<file path="config.mk">
export PLATFORM = sky130hd
export DESIGN_NAME = mem_access_unit
export DESIGN_NICKNAME = d
export VERILOG_FILES = /design/src/rtl/mem_access_unit.sv
export SDC_FILE = /design/constraint.sdc
export NUM_CORES = 1
export LEC_CHECK = 0
export ABC_AREA = 1
export BUFFER_PORTS_ARGS = -buffer_cell sky130_fd_sc_hd__buf_4
export CAP_MARGIN = 20
export CORE_UTILIZATION = 52
export DETAILED_ROUTE_END_ITERATION = 7
export PLACE_DENSITY_LB_ADDON = 0.15
export RECOVER_POWER = 100
export SETUP_SLACK_MARGIN = 0.1
export SYNTH_ARGS = -nofsm -noshare
export SYNTH_HDL_FRONTEND = slang
export SYNTH_SLANG_ARGS = --single-unit
</file>
<file path="constraint.sdc">
create_clock -name clk -period 3.2 [get_ports clk]
set_input_delay 0.96 -clock clk [delete_from_list [all_inputs] [get_ports clk]]
set_output_delay 0.96 -clock clk [all_outputs]
set_load 0.05 [all_outputs]
</file>
<file path="src/rtl/mem_access_unit.sv">
// Load/store unit: turns byte/half/word CPU requests into accesses on a
// single-port word memory, with read-modify-write for sub-word stores.
module mem_access_unit #(
  parameter int N = 32
) (
  input  logic         clk,
  input  logic         reset,
  input  logic         req_valid,
  output logic         req_ready,
  input  logic         req_we,
  input  logic [1:0]   req_size,
  input  logic         req_unsigned,
  input  logic [N-1:0] req_addr,
  input  logic [N-1:0] req_wdata,
  output logic         resp_valid,
  output logic [N-1:0] resp_rdata,
  output logic         resp_err,
  output logic [N-1:0] mem_a,
  output logic         mem_we,
  output logic [N-1:0] mem_wd,
  input  logic [N-1:0] mem_rd,
  output logic [2:0]   state_dbg
);

  typedef enum logic [2:0] {
    IDLE   = 3'd0,
    LOAD   = 3'd1,
    RMW_RD = 3'd2,
    WRITE  = 3'd3,
    RESP   = 3'd4,
    ERR    = 3'd5
  } state_t;

  localparam logic [1:0] SZ_BYTE = 2'b00;
  localparam logic [1:0] SZ_HALF = 2'b01;
  localparam logic [1:0] SZ_WORD = 2'b10;

  state_t       state;
  logic         we_q;
  logic [1:0]   size_q;
  logic         uns_q;
  logic [N-1:0] addr_q;
  logic [N-1:0] wdata_q;
  logic [N-1:0] merge_q;
  logic [N-1:0] rdata_q;

  logic         misaligned;
  logic [7:0]   byte_sel;
  logic [15:0]  half_sel;
  logic [N-1:0] load_val;
  logic [N-1:0] merge_val;

  // Handshake: a request transfers on a rising edge where req_valid and
  // req_ready are both high; req_ready is high only while idle.
  always_comb begin
    misaligned = (req_size == 2'b11) ||
                 (req_size == SZ_HALF && req_addr[0]) ||
                 (req_size == SZ_WORD && req_addr[1:0] != 2'b00);
  end

  always_comb begin
    byte_sel  = mem_rd[{addr_q[1:0], 3'b000} +: 8];
    half_sel  = mem_rd[{addr_q[1], 4'b0000} +: 16];
    load_val  = mem_rd;
    merge_val = mem_rd;
    case (size_q)
      SZ_BYTE: begin
        load_val = uns_q ? {{(N-8){1'b0}}, byte_sel} : {{(N-8){byte_sel[7]}}, byte_sel};
        merge_val[{addr_q[1:0], 3'b000} +: 8] = wdata_q[7:0];
      end
      SZ_HALF: begin
        load_val = uns_q ? {{(N-16){1'b0}}, half_sel} : {{(N-16){half_sel[15]}}, half_sel};
        merge_val[{addr_q[1], 4'b0000} +: 16] = wdata_q[15:0];
      end
      default: ;
    endcase
  end

  always_ff @(posedge clk) begin
    if (reset) begin
      state   <= IDLE;
      we_q    <= 1'b0;
      size_q  <= 2'b00;
      uns_q   <= 1'b0;
      addr_q  <= '0;
      wdata_q <= '0;
      merge_q <= '0;
      rdata_q <= '0;
    end else begin
      case (state)
        IDLE: begin
          if (req_valid) begin
            we_q    <= req_we;
            size_q  <= req_size;
            uns_q   <= req_unsigned;
            addr_q  <= req_addr;
            wdata_q <= req_wdata;
            merge_q <= '0;
            rdata_q <= '0;
            if (misaligned)             state <= ERR;
            else if (!req_we)           state <= LOAD;
            else if (req_size == SZ_WORD) state <= WRITE;
            else                        state <= RMW_RD;
          end
        end
        LOAD: begin
          rdata_q <= load_val;
          state   <= RESP;
        end
        RMW_RD: begin
          merge_q <= merge_val;
          state   <= WRITE;
        end
        WRITE:   state <= RESP;
        RESP:    state <= IDLE;
        ERR:     state <= IDLE;
        default: state <= IDLE;
      endcase
    end
  end

  // Outputs decode straight from the state register; mem_we is additionally
  // gated by reset so an aborted WRITE never reaches memory.
  always_comb begin
    req_ready  = (state == IDLE);
    resp_valid = (state == RESP) || (state == ERR);
    resp_err   = (state == ERR);
    resp_rdata = (state == RESP) ? rdata_q : '0;
    mem_a      = (state == LOAD || state == RMW_RD || state == WRITE) ?
                 {addr_q[N-1:2], 2'b00} : '0;
    mem_we     = (state == WRITE) && !reset;
    mem_wd     = (state == WRITE) ? ((size_q == SZ_WORD) ? wdata_q : merge_q) : '0;
    state_dbg  = state;
  end

endmodule

</file>
== Word level (Yosys, flattened, before mapping) ==
Index checks and enable logic that the tools add are counted.

* Eq/ne operators: 11
* Reductions and logical operators: 18
* Shifts and indexed selects: 6
* $add $sub $neg: 2
* Multiplexer cells: 18
* Divide/modulo/power cells: 0
* $mul: 0
* Magnitude comparators: 0
* Bitwise gates (word level): 0

{| class="wikitable"
|+ Operators by type and width
! operator !! number
|-
| $pmux W32 S2 || 4
|-
| $mux W32 || 7
|-
| $bwmux W32 || 2
|-
| $shift A16 B7 Y32 const A || 1
|-
| $shift A8 B7 Y32 const A || 1
|-
| $shiftx A16 B7 Y32 || 1
|-
| $shiftx A32 B6 Y16 || 1
|-
| $shiftx A32 B6 Y8 || 1
|-
| $shiftx A8 B7 Y32 || 1
|-
| $neg A5 Y7 || 2
|-
| $pmux W3 S3 || 1
|-
| $eq A2 B2 Y1 const B || 3
|-
| $eq A3 B2 Y1 const B || 2
|-
| $eq A3 B3 Y1 const B || 2
|-
| $mux W3 || 2
|-
| $reduce_and A2 Y1 || 3
|-
| $reduce_bool A2 Y1 || 3
|-
| $logic_or A1 B1 Y1 || 5
|-
| $eq A2 B1 Y1 const B || 2
|-
| $eq A3 B1 Y1 const B || 1
|-
| $logic_and A1 B1 Y1 || 3
|-
| $logic_not A3 Y1 || 1
|-
| $logic_not A2 Y1 || 1
|-
| $mux W2 || 1
|-
| other kinds (4) || 4
|}

* ROM bits: 0
* Flip-flop bits (word level): 134
* Memories: 0
* Logic and storage cells: 62
* Memory bits (writable): 0
* Bits in latches: 0

== Depth between registers and ports, before layout ==
* Depth after elaboration: 7
* Depth in mapped cells: 11
* Mapped depth without buffers: 9

== Worst setup path before layout ==
No wires, ideal clock.

* Path kind: register -> output
* From: reg state[2] (netlist: state_dbg[2])
* To: out resp_rdata[10]
* Cell stages (with the launch flop): 6
* Data arrival time: 2.705 ns
* Path slack: -0.465 ns
* Path through: dfxtp_1 > inv_1 > nor2_1 > nand2_1 > clkbuf_1 > nor2_1

* Word-level cells in the longest chain between the ends: 2

{| class="wikitable"
|+ RTL lines
! what !! RTL line !! source
|-
| start, declared || 38 || <nowiki>state_t state;</nowiki>
|-
| start signal, assigned || 81 || <nowiki>state <= IDLE;</nowiki>
|-
| start signal, assigned || 100 || <nowiki>if (misaligned) state <= ERR;</nowiki>
|-
| start signal, assigned || 101 || <nowiki>else if (!req_we) state <= LOAD;</nowiki>
|-
| $eq A3 B3 Y1 || 128 || <nowiki>resp_rdata = (state == RESP) ? rdata_q : '0;</nowiki>
|-
| $mux W32 || 128 ||
|-
| end, declared || 16 || <nowiki>output logic [N-1:0] resp_rdata,</nowiki>
|}

No other way between the ends.

== Worst setup path after layout ==
* From: reg size_q[0]
* To: out mem_wd[5]

* Word-level cells in the longest chain between the ends: 3

{| class="wikitable"
|+ RTL lines
! what !! RTL line !! source
|-
| start, declared || 40 || <nowiki>logic [1:0] size_q;</nowiki>
|-
| start signal, assigned || 94 || <nowiki>size_q <= req_size;</nowiki>
|-
| $eq A2 B2 Y1 || 132 || <nowiki>mem_wd = (state == WRITE) ? ((size_q == SZ_WORD) ? wdata_q : merge_q) : '0;</nowiki>
|-
| $mux W32 (2 in a row) || 132 ||
|-
| end, declared || 20 || <nowiki>output logic [N-1:0] mem_wd,</nowiki>
|}

No other way between the ends.

==> results.toml <==
[yosys]
synth_warnings = 0
synth_top_family_by_area = "compound AO/OA/AOI/OAI gates"
synth-adder-area-share_pct = 0.778
ys_seq_elements = 134
avgSynthCellArea_um2 = 6.71
synthCells = 1199
synth-compound-area-share_pct = 26.9
ys.flop_type = "dfxtp_1"
synth_cell_types = 29
async_flop_share_pct = 0
muxShareOfSynthArea_pct = 0
synth-simple-area-share_pct = 26.7
yosysSeqAreaShare_pct = 33.3
synthXorXnorAreaFrac_pct = 0
synth_edf_count = 0
netlist_area_mm2 = 0.00805

[floorplanning]
dieArea_mm2 = 0.0160
ios = 206
rows = 45
floorplan.initialDensity_pct = 53.1
coreArea_mm2 = 0.0151
die_y_um = 126
die_w_um = 126

[critical_path]
cp_max_fo = 24
cp-end-kind = "primary output"
critPathLaunchType = "flip-flop"
worstPathRequired_ns = 2.24
ff2ff_path_depth = 7
path_class = "flip-flop to primary output"
critPathArrivalTime_ns = 2.05
r2r_slack_ns = 0.43
r2r_start = "state_dbg[1]"
timing.rr.end = "wdata_q[6]"

[layout]
nNetsFinal = 1466
fillers = 1444
drive_gt1_share_pct = 25.3
final_cell_mix = "nor2_1 (240), nand2_1 (189), inv_1 (137)"
final_common_cell = "nor2_1"
final_util_pct = 66.6
multi_input_area_mm2 = 0.00454
regArea_mm2 = 0.00269
area_delta_synth_final_pct = 25.4
n_antenna_cell = 0

[grt]
grt_util_met3_pct = 6.79
grt_overflow = 0
grt_first_pass_wirelength_um = 40300
grt_max_degree = 77
grt_pass1_vias = 7750
grt.total_usage_pct = 32.2
grt.met1_usage_pct = 42.1
antenna_found_initial = 0
busiest_layer = "met2"
grt_use_met2_pct = 51.8

[outcome]
violations = "max-capacitance violations, max-slew violations"
status = "finished with violations"

[placement]
io_buffers = 203
gp_congestion = 0.980
dpl.hpwl_um = 18200

[timing]
worst_slew_pin_slew_ns = 1.73
setup_viol = 0
fin_crit_ns = 3.01
fin_skew_ns = 0.0100
slew_headroom_pct = -15.1
finalMaxSlewViolations = 123
fmax_ghz = 0.332
timing.final.hold_violations = 0
rsz0062_at_grt = "no"
period_share_pct = 94.2
fin_tns_setup_ns = 0

[pwr]
ir_worst_vdd_mv = 0.397
finalPower_mw = 5.93
power.density_mw_per_mm2 = 588
power.leakage_nw = 4.03

[detailed_routing]
postRouteAntennaNets = 0
drcViolationCount = 0
wl_um = 25600
routedWlPerCell_um = 16.4
drt-vias-per-instance = 5.53
drt-pass1-iter-count = 7
drt_iter0_drc = 857
dr_total_vias = 8629

[clock_network]
cts.sinks = 134
clock_latency_ns = 0.43
cts.clk_slew.worst_paths_ns = 0.07
numCtsBuffers = 17
cts_tree = "yes"
clk_path_buf_depth = 2
cts-root-buf = "clkbuf_16"
htree_levels = 4

[run]
cap_violations = 2

[hold_path]
min_to = "rdata_q[1]"
min_path_type = "flip-flop to flip-flop"
hold_depth = 2
hold_path_startpoint = "rdata_q[1]"
## kinds of logic (layout without fill, tap and decap cells)
group / after synthesis / count (layout)
and+or+nand+nor: 531 / 531
AOI/OAI and AO/OA: 300 / 300
buffers and inverters: 228 / 399
DFF: 134 / 134
adders and majority gates: 5 / 5
other: 1 / 2
## worst max-delay path by stage
stage                       from             end  slack, ns  cells after the start
finish                 size_q[0]       mem_wd[5]       0.19                      5
floorplan              size_q[0]       mem_wd[1]      -0.02                      4
CTS                    size_q[0]       mem_wd[5]       0.18                      5
global placement    state_dbg[1]  resp_rdata[26]       0.56                      5
detailed placement  state_dbg[1]  resp_rdata[27]       0.53                      5
global route        state_dbg[2]  resp_rdata[30]       0.06                      6
## worst max-delay path, stage by stage, from the launching register on
cell and delay, ns:
dfxtp_1 0.47, nor2_4 0.22, buf_6 0.29, nor2_1 0.12, a211oi_4 0.21, clkbuf_2 0.30
## flip-flops by register name (all words and copies together) (netlist names)
| signal | flops |
|---|---|
| size_q | 2 |
| state_dbg | 3 |
| addr_q | 32 |
| merge_q | 32 |
| wdata_q | 32 |
| uns_q | 1 |
| rdata_q | 32 |
## Yosys cell counts (7+ instances only)
cell | count | share of area [%]
buf_1 | 7 | 0.33
a211oi_2 | 60 | 9.3
o21ai_0 | 40 | 2.5
o211ai_1 | 42 | 3.9
a211oi_1 | 39 | 3.6
dfxtp_1 | 134 | 33
clkbuf_1 | 34 | 1.6
a21oi_1 | 118 | 7.3
nor2_1 | 269 | 13
buf_2 | 34 | 2.1
nand2_1 | 191 | 8.9
inv_1 | 135 | 6.3
nand3_1 | 57 | 3.5
buf_6 | 8 | 1.1
## through the flow
| step | instance area, um^2 | hold WS (ns) | worst slack, ns | cells |
|---|---|---|---|---|
| global placement | 9870 | 0.453 | 0.565 | 1527 |
| CTS | 10500 | 0.465 | 0.181 | 1559 |
| detailed placement | 9870 | 0.456 | 0.527 | 1527 |
| finish | 10100 | 0.464 | 0.186 | 1559 |
| global route | 10100 | 0.479 | 0.0596 | 1559 |
| floorplan | 8330 | 0.444 | -0.0153 | 1200 |
## metal layers
metal | share of wire [%] | wire (um)
met2 | 46 | 11700
met4 | 3.3 | 856
met1 | 42 | 10800
met3 | 9.0 | 2290
met5 | 0 | 0
## final cells by class
cell class / count / area share (%)
well taps: 188 / 2.33
clock buffers: 17 / 4.22
multi-input cells: 838 / 45.0
repair buffers: 227 / 14.8
clock inverters: 15 / 1.80
inverters: 140 / 5.22
flip-flops and latches: 134 / 26.6
## report_power, final
group / leakage, nW / internal [mW] / switching, mW
logic: 2.63 / 0.568 / 1.37
clock network: 0.294 / 1.18 / 0.856
registers: 1.10 / 1.86 / 0.0924
total: 4.03 / 3.61 / 2.32
## repair_timing
item | in CTS | in global routing
resized for setup | 1 | 1
hold buffers | 0 | 0
pin swaps | 0 | 0
setup endpoints to repair | 8 | 3
buffers inserted | 0 | 0
(Power assumes the default switching activity.)
